$ cat config.mk
export PLATFORM = sky130hd
export DESIGN_NAME = sweep_ctrl
export DESIGN_NICKNAME = d
export VERILOG_FILES = /design/src/rtl/sweep_pkg.sv /design/src/rtl/sweep_tick_gen.sv /design/src/rtl/sweep_ctrl.sv
export SDC_FILE = /design/constraint.sdc
export NUM_CORES = 1
export LEC_CHECK = 0
export ABC_AREA = 1
export ABC_CLOCK_PERIOD_IN_PS = 2400
export CORE_UTILIZATION = 59
export CTS_CLUSTER_DIAMETER = 200
export DETAILED_ROUTE_END_ITERATION = 6
export GPL_TIMING_DRIVEN = 0
export PLACE_DENSITY = 0.88
export SYNTH_ARGS = -nofsm -noshare
export SYNTH_HDL_FRONTEND = slang
export SYNTH_SLANG_ARGS = --single-unit
$ cat constraint.sdc
create_clock -name clk -period 2.4 [get_ports clk]
set_input_delay 0.48 -clock clk [delete_from_list [all_inputs] [get_ports clk]]
set_output_delay 0.48 -clock clk [all_outputs]
set_load 0.02 [all_outputs]
$ cat src/rtl/sweep_pkg.sv
// Shared types and constants for the LED sweep controller.
package sweep_pkg;

  localparam int unsigned LED_W    = 8;
  localparam int unsigned RATE_W   = 8;
  localparam int unsigned BCNT_W   = 3;
  localparam int unsigned OP_W     = 2;
  localparam int unsigned BOUNCE_LEN = 7;

  localparam logic [OP_W-1:0] OP_LOAD  = 2'd0;
  localparam logic [OP_W-1:0] OP_MODE  = 2'd1;
  localparam logic [OP_W-1:0] OP_RATE  = 2'd2;
  localparam logic [OP_W-1:0] OP_BURST = 2'd3;

  typedef enum logic [1:0] {
    MODE_ROL    = 2'd0,
    MODE_ROR    = 2'd1,
    MODE_BOUNCE = 2'd2,
    MODE_HOLD   = 2'd3
  } mode_t;

  typedef enum logic [1:0] {
    ST_RUN   = 2'd0,
    ST_STOP  = 2'd1,
    ST_BURST = 2'd2
  } state_t;

  typedef enum logic {
    DIR_LEFT  = 1'b0,
    DIR_RIGHT = 1'b1
  } dir_t;

  typedef struct packed {
    logic [OP_W-1:0]  op;
    logic [LED_W-1:0] data;
  } cmd_t;

  // Single-position rotate of the pattern; left moves bit 7 into bit 0.
  function automatic logic [LED_W-1:0] rot8(input logic [LED_W-1:0] v, input logic left);
    return left ? {v[LED_W-2:0], v[LED_W-1]} : {v[0], v[LED_W-1:1]};
  endfunction

endpackage

$ cat src/rtl/sweep_tick_gen.sv
// Step prescaler: pulses o_tick_c once every (rate+1) << PRE_SHIFT enabled cycles.
module sweep_tick_gen
  import sweep_pkg::*;
#(
  parameter int unsigned PRE_SHIFT = 15
) (
  input  logic              clk,
  input  logic              rst,
  input  logic              i_en,
  input  logic              i_clr,
  input  logic [RATE_W-1:0] i_rate,
  output logic              o_tick_c
);

  localparam int unsigned CNT_W = RATE_W + PRE_SHIFT;
  // ((rate+1) << PRE_SHIFT) - 1 == (rate << PRE_SHIFT) | low PRE_SHIFT ones
  localparam logic [CNT_W-1:0] LOW_ONES = CNT_W'((64'd1 << PRE_SHIFT) - 64'd1);

  logic [CNT_W-1:0] r_cnt;
  logic [CNT_W-1:0] w_limit;

  assign w_limit  = (CNT_W'(i_rate) << PRE_SHIFT) | LOW_ONES;
  assign o_tick_c = i_en && (r_cnt == w_limit);

  always_ff @(posedge clk or posedge rst) begin
    if (rst) begin
      r_cnt <= '0;
    end else if (i_clr || !i_en || o_tick_c) begin
      r_cnt <= '0;
    end else begin
      r_cnt <= r_cnt + CNT_W'(1);
    end
  end

endmodule

$ cat src/rtl/sweep_ctrl.sv
// LED sweep pattern controller with byte command interface.
// Optional build macro LED_PWM_EN adds a 4-bit brightness duty on the LED output.
module sweep_ctrl
  import sweep_pkg::*;
#(
  parameter int unsigned      PRE_SHIFT       = 15,
  parameter logic [LED_W-1:0]  DEFAULT_PATTERN = 8'hFC,
  parameter logic [RATE_W-1:0] DEFAULT_RATE    = 8'd255,
  parameter mode_t            DEFAULT_MODE    = MODE_ROL
) (
  input  logic              clk,
  input  logic              rst,
  input  logic              cmd_valid,
  output logic              cmd_ready,
  input  logic [OP_W-1:0]   cmd_op,
  input  logic [LED_W-1:0]  cmd_data,
  output logic [LED_W-1:0]  led,
  output logic              step,
  output logic              busy
);

  cmd_t               w_cmd;
  logic               w_accept;
  logic               w_tick;
  logic               w_clr;

  state_t             r_state,     w_state_nxt;
  logic [LED_W-1:0]   r_pattern,   w_pattern_nxt;
  mode_t              r_mode,      w_mode_nxt;
  logic [RATE_W-1:0]  r_rate,      w_rate_nxt;
  dir_t               r_dir,       w_dir_nxt;
  logic [BCNT_W-1:0]  r_bcnt,      w_bcnt_nxt;
  logic [LED_W-1:0]   r_remaining, w_remaining_nxt;
  logic               r_step,      w_step_nxt;
  logic               r_busy,      w_busy_nxt;
  logic               r_cmd_ready, w_ready_nxt;

  assign w_cmd    = '{op: cmd_op, data: cmd_data};
  assign w_accept = cmd_valid && r_cmd_ready;

  sweep_tick_gen #(
    .PRE_SHIFT (PRE_SHIFT)
  ) u_tick_gen (
    .clk      (clk),
    .rst      (rst),
    .i_en     (r_state != ST_STOP),
    .i_clr    (w_clr),
    .i_rate   (r_rate),
    .o_tick_c (w_tick)
  );

  // State register
  always_ff @(posedge clk or posedge rst) begin
    if (rst) begin
      r_state <= ST_RUN;
    end else begin
      r_state <= w_state_nxt;
    end
  end

  // Next-state: BURST 0 toggles RUN/STOP, BURST N enters burst, burst ends after its last step
  always_comb begin
    w_state_nxt = r_state;
    case (r_state)
      ST_RUN: begin
        if (w_accept && (w_cmd.op == OP_BURST)) begin
          w_state_nxt = (w_cmd.data != '0) ? ST_BURST : ST_STOP;
        end
      end
      ST_STOP: begin
        if (w_accept && (w_cmd.op == OP_BURST)) begin
          w_state_nxt = (w_cmd.data != '0) ? ST_BURST : ST_RUN;
        end
      end
      ST_BURST: begin
        if (w_tick && (r_remaining == LED_W'(1))) begin
          w_state_nxt = ST_STOP;
        end
      end
      default: w_state_nxt = ST_RUN;
    endcase
  end

  // Outputs follow the next state so they are registered alongside it
  always_comb begin
    w_busy_nxt  = 1'b0;
    w_ready_nxt = 1'b1;
    if (w_state_nxt == ST_BURST) begin
      w_busy_nxt  = 1'b1;
      w_ready_nxt = 1'b0;
    end
  end

`ifdef LED_PWM_EN
  logic [3:0]       r_duty, w_duty_nxt;
  logic [3:0]       r_pwm_cnt;
  logic [3:0]       w_pwm_nxt;
  logic [LED_W-1:0] r_led;
`endif

  // Datapath: an accepted command takes priority and swallows a coincident tick
  always_comb begin
    w_pattern_nxt   = r_pattern;
    w_mode_nxt      = r_mode;
    w_rate_nxt      = r_rate;
    w_dir_nxt       = r_dir;
    w_bcnt_nxt      = r_bcnt;
    w_remaining_nxt = r_remaining;
    w_step_nxt      = 1'b0;
    w_clr           = 1'b0;
`ifdef LED_PWM_EN
    w_duty_nxt      = r_duty;
`endif
    if (w_accept) begin
      case (w_cmd.op)
        OP_LOAD: begin
          w_pattern_nxt = w_cmd.data;
          w_clr         = 1'b1;
          w_bcnt_nxt    = '0;
          w_dir_nxt     = DIR_LEFT;
        end
        OP_MODE: begin
          w_mode_nxt = mode_t'(w_cmd.data[1:0]);
          w_bcnt_nxt = '0;
          w_dir_nxt  = DIR_LEFT;
`ifdef LED_PWM_EN
          w_duty_nxt = w_cmd.data[7:4];
`endif
        end
        OP_RATE: begin
          w_rate_nxt = w_cmd.data;
          w_clr      = 1'b1;
        end
        default: begin
          if (w_cmd.data != '0) begin
            w_remaining_nxt = w_cmd.data;
            w_clr           = 1'b1;
          end
        end
      endcase
    end else if (w_tick) begin
      if (r_state == ST_BURST) begin
        w_remaining_nxt = r_remaining - LED_W'(1);
      end
      case (r_mode)
        MODE_ROL: begin
          w_pattern_nxt = rot8(r_pattern, 1'b1);
          w_step_nxt    = 1'b1;
        end
        MODE_ROR: begin
          w_pattern_nxt = rot8(r_pattern, 1'b0);
          w_step_nxt    = 1'b1;
        end
        MODE_BOUNCE: begin
          w_pattern_nxt = rot8(r_pattern, r_dir == DIR_LEFT);
          w_step_nxt    = 1'b1;
          if (r_bcnt == BCNT_W'(BOUNCE_LEN - 1)) begin
            w_bcnt_nxt = '0;
            w_dir_nxt  = (r_dir == DIR_LEFT) ? DIR_RIGHT : DIR_LEFT;
          end else begin
            w_bcnt_nxt = r_bcnt + BCNT_W'(1);
          end
        end
        default: ;
      endcase
    end
  end

  always_ff @(posedge clk or posedge rst) begin
    if (rst) begin
      r_pattern   <= DEFAULT_PATTERN;
      r_mode      <= DEFAULT_MODE;
      r_rate      <= DEFAULT_RATE;
      r_dir       <= DIR_LEFT;
      r_bcnt      <= '0;
      r_remaining <= '0;
      r_step      <= 1'b0;
      r_busy      <= 1'b0;
      r_cmd_ready <= 1'b1;
    end else begin
      r_pattern   <= w_pattern_nxt;
      r_mode      <= w_mode_nxt;
      r_rate      <= w_rate_nxt;
      r_dir       <= w_dir_nxt;
      r_bcnt      <= w_bcnt_nxt;
      r_remaining <= w_remaining_nxt;
      r_step      <= w_step_nxt;
      r_busy      <= w_busy_nxt;
      r_cmd_ready <= w_ready_nxt;
    end
  end

`ifdef LED_PWM_EN
  assign w_pwm_nxt = r_pwm_cnt + 4'd1;

  // Gate from next-cycle values so the dimmed LED still lines up with step
  always_ff @(posedge clk or posedge rst) begin
    if (rst) begin
      r_duty    <= 4'hF;
      r_pwm_cnt <= 4'd0;
      r_led     <= DEFAULT_PATTERN;
    end else begin
      r_duty    <= w_duty_nxt;
      r_pwm_cnt <= w_pwm_nxt;
      r_led     <= w_pattern_nxt & {LED_W{w_pwm_nxt < w_duty_nxt}};
    end
  end

  assign led = r_led;
`else
  assign led = r_pattern;
`endif

  assign step      = r_step;
  assign busy      = r_busy;
  assign cmd_ready = r_cmd_ready;

endmodule
==> impl_metrics.ini <==
[global_routing]
overflow = 0
grt_pass1_vias = 2989
grt_pass1_wl_um = 13400
antenna_found_initial = 0
grtUsageTotal_pct = 28.0
grt_max_degree = 46

[floorplanning]
io-pin-count = 24
die_w_um = 78.8
core-area_sq_mm = 0.00561
die_h_um = 78.8
num_rows = 27
start_util_pct = 62.1
die_area_sq_mm = 0.00621

[logic_synthesis]
mappedNetlistNets = 496
synth_top_area_share_pct = 30.9
syn_area_sq_mm = 0.00348
synth_top_area_cell = dfrtp_1
ys_warn_count = 0
syn_inst = 476
seq_area_frac_synth_pct = 42.2
netlist-cell-type-count = 31
synth-seq-cells = 58
synth_area_leaders = dfrtp_1 31%, nand2_1 15%, dfstp_2 11%
syn_avg_cell_area_sq_um = 7.32

[sta]
fin_crit_sh_pct = 91.1
fmax_mhz = 458
tns_ps = 0
relSlewSlack_pct = 50.9
finalWorstSetupSlack_ps = 215
finalSetupViolations = 0
clock_skew_ps = 14.1
min_period_ps = 2190
holdWs_ps = 410
hold_viol = 0
rsz0062_at_grt = no
maxSlewViolCount = 0
worstMarginPinSlew_ps = 730

[route]
drtAntennaViolNets = 0
via_per_inst = 5.37
routed_wl_um = 7920
vias = 3160
wl_per_cell_um = 13.5
drcViolationCount = 0
drt_iter0_drc = 237
dr.pass1.iters = 7

[cts]
cts.path.max_buffers = 2
clk_pin_slew_ps = 60
root_buffer = clkbuf_8
clk_latency_ps = 350
htreeDepth = 3
cts_made_buffers = 9
ctsHoldBuffers = 0
postCtsResizedCells = 0
cts_tree = done
cts_sinks = 58
cts_setup_buffers = 0

[place]
post_dp_cell_area_sq_mm = 0.00382
dp.cells = 572
hpwl_um = 5780
io_buffer_count = 23
place_ws_ps = 138
gp_congestion = 0.885

[finish]
final_cell_mix = 139 x nand2_1, 57 x nor2_1, 55 x inv_1
final_core_util_pct = 71.3
area_growth_syn_to_layout_pct = 14.8
multi_input_area_sq_mm = 0.00174
fillers = 470
instances_no_fill = 588
drive_gt1_share_pct = 11.8
regArea_sq_mm = 0.00147
fin_nets = 531
fin_area_sq_mm = 0.00400
final_common_cell = nand2_1
antenna_cells = 0

[setup_path]
critical_path.max_fanout = 9
crit_arrival_ps = 2410
required_ps = 2630
path_class = register to register
start_kind = register
crit_path_end_kind = register
rrSetupSlack_ps = 210

[pwr]
p_leak_nw = 1.88
peakVddDrop_mv = 0.936
p_total_mw = 4.12
cellPowerDensity_mw_per_mm2 = 1030

[outcome]
run_status = finished clean

[min_path]
hp-class = input port to async pin

[run]
maxCapViolations = 0
==> cell usage after synthesis, drive strengths merged <==
cell      n
a21oi     4
xor2     16
nor4      2
a21boi    1
xnor2     5
nand2   148
dfstp    15
o21ai    37
nand4     7
nand3    48
o21bai    1
ha        7
clkinv    1
clkbuf    3
inv      60
nor2     63
or2       3
nor3      8
dfrtp    43
buf       4
==> per-layer routing <==
metal  global-route usage [%]  vias to the layer above  wire length, um
met5                        0                        -                0
met2                     45.4                      112             3760
met3                     6.55                       19              418
met1                     35.6                     1462             3590
li1                         -                     1567                -
met4                     12.9                        0              158
==> registers in the layout, indices dropped and copies added, names as in the netlist, 2 cells and up <==
signal / count
r_state: 2
r_mode: 2
r_bcnt: 3
r_remaining: 8
r_rate: 8
led: 8
u_tick_gen.r_cnt: 23
==> cell type report <==
cell class / count / share of cell area [%]
multi-input cells: 350 / 43.6
flip-flops and latches: 58 / 36.8
repair buffers: 24 / 6.26
inverters: 61 / 5.73
clock buffers: 13 / 3.98
well taps: 72 / 2.25
plain buffers: 7 / 0.971
clock inverters: 3 / 0.376
==> final timing paths <==
check	depth (start not counted)	from	to
worst max-delay path	9	r_mode[1]	led[0]
worst min-delay path	2	rst	r_bcnt[1]
worst max register to register	9	r_mode[1]	led[0]
worst min register to register	2	r_remaining[1]	r_remaining[1]
max in group asynchronous	3	rst	r_rate[6]
min in group clk	2	r_remaining[1]	r_remaining[1]
==> cell families after synthesis <==
| kind of cell | count (synthesis) | synth area share [%] |
|---|---|---|
| flip-flops | 58 | 42.2 |
| buffers and inverters | 68 | 7.69 |
| adder cells (fa/ha/maj) | 7 | 2.52 |
| AND/OR/NAND/NOR | 279 | 35.8 |
| XOR/XNOR | 21 | 5.28 |
| AO/OA/AOI/OAI | 43 | 6.54 |
==> report_power, final <==
part	switching, mW	internal, mW	leakage (nW)
clock	0.384	0.426	0.0932
combinational	1.04	0.633	1.06
sequential	0.278	1.36	0.726
total	1.70	2.42	1.88
==> critical path, cell delays in order (launching register included) <==
cell	delay [ps]
dfrtp_1	430
inv_1	90
ha_1	290
buf_4	160
a21boi_0	610
o21ai_0	160
nand2_1	90
o21ai_0	80
nand3_1	100
nand2_1	70
Note: power is estimated with default switching activity, not from simulation.
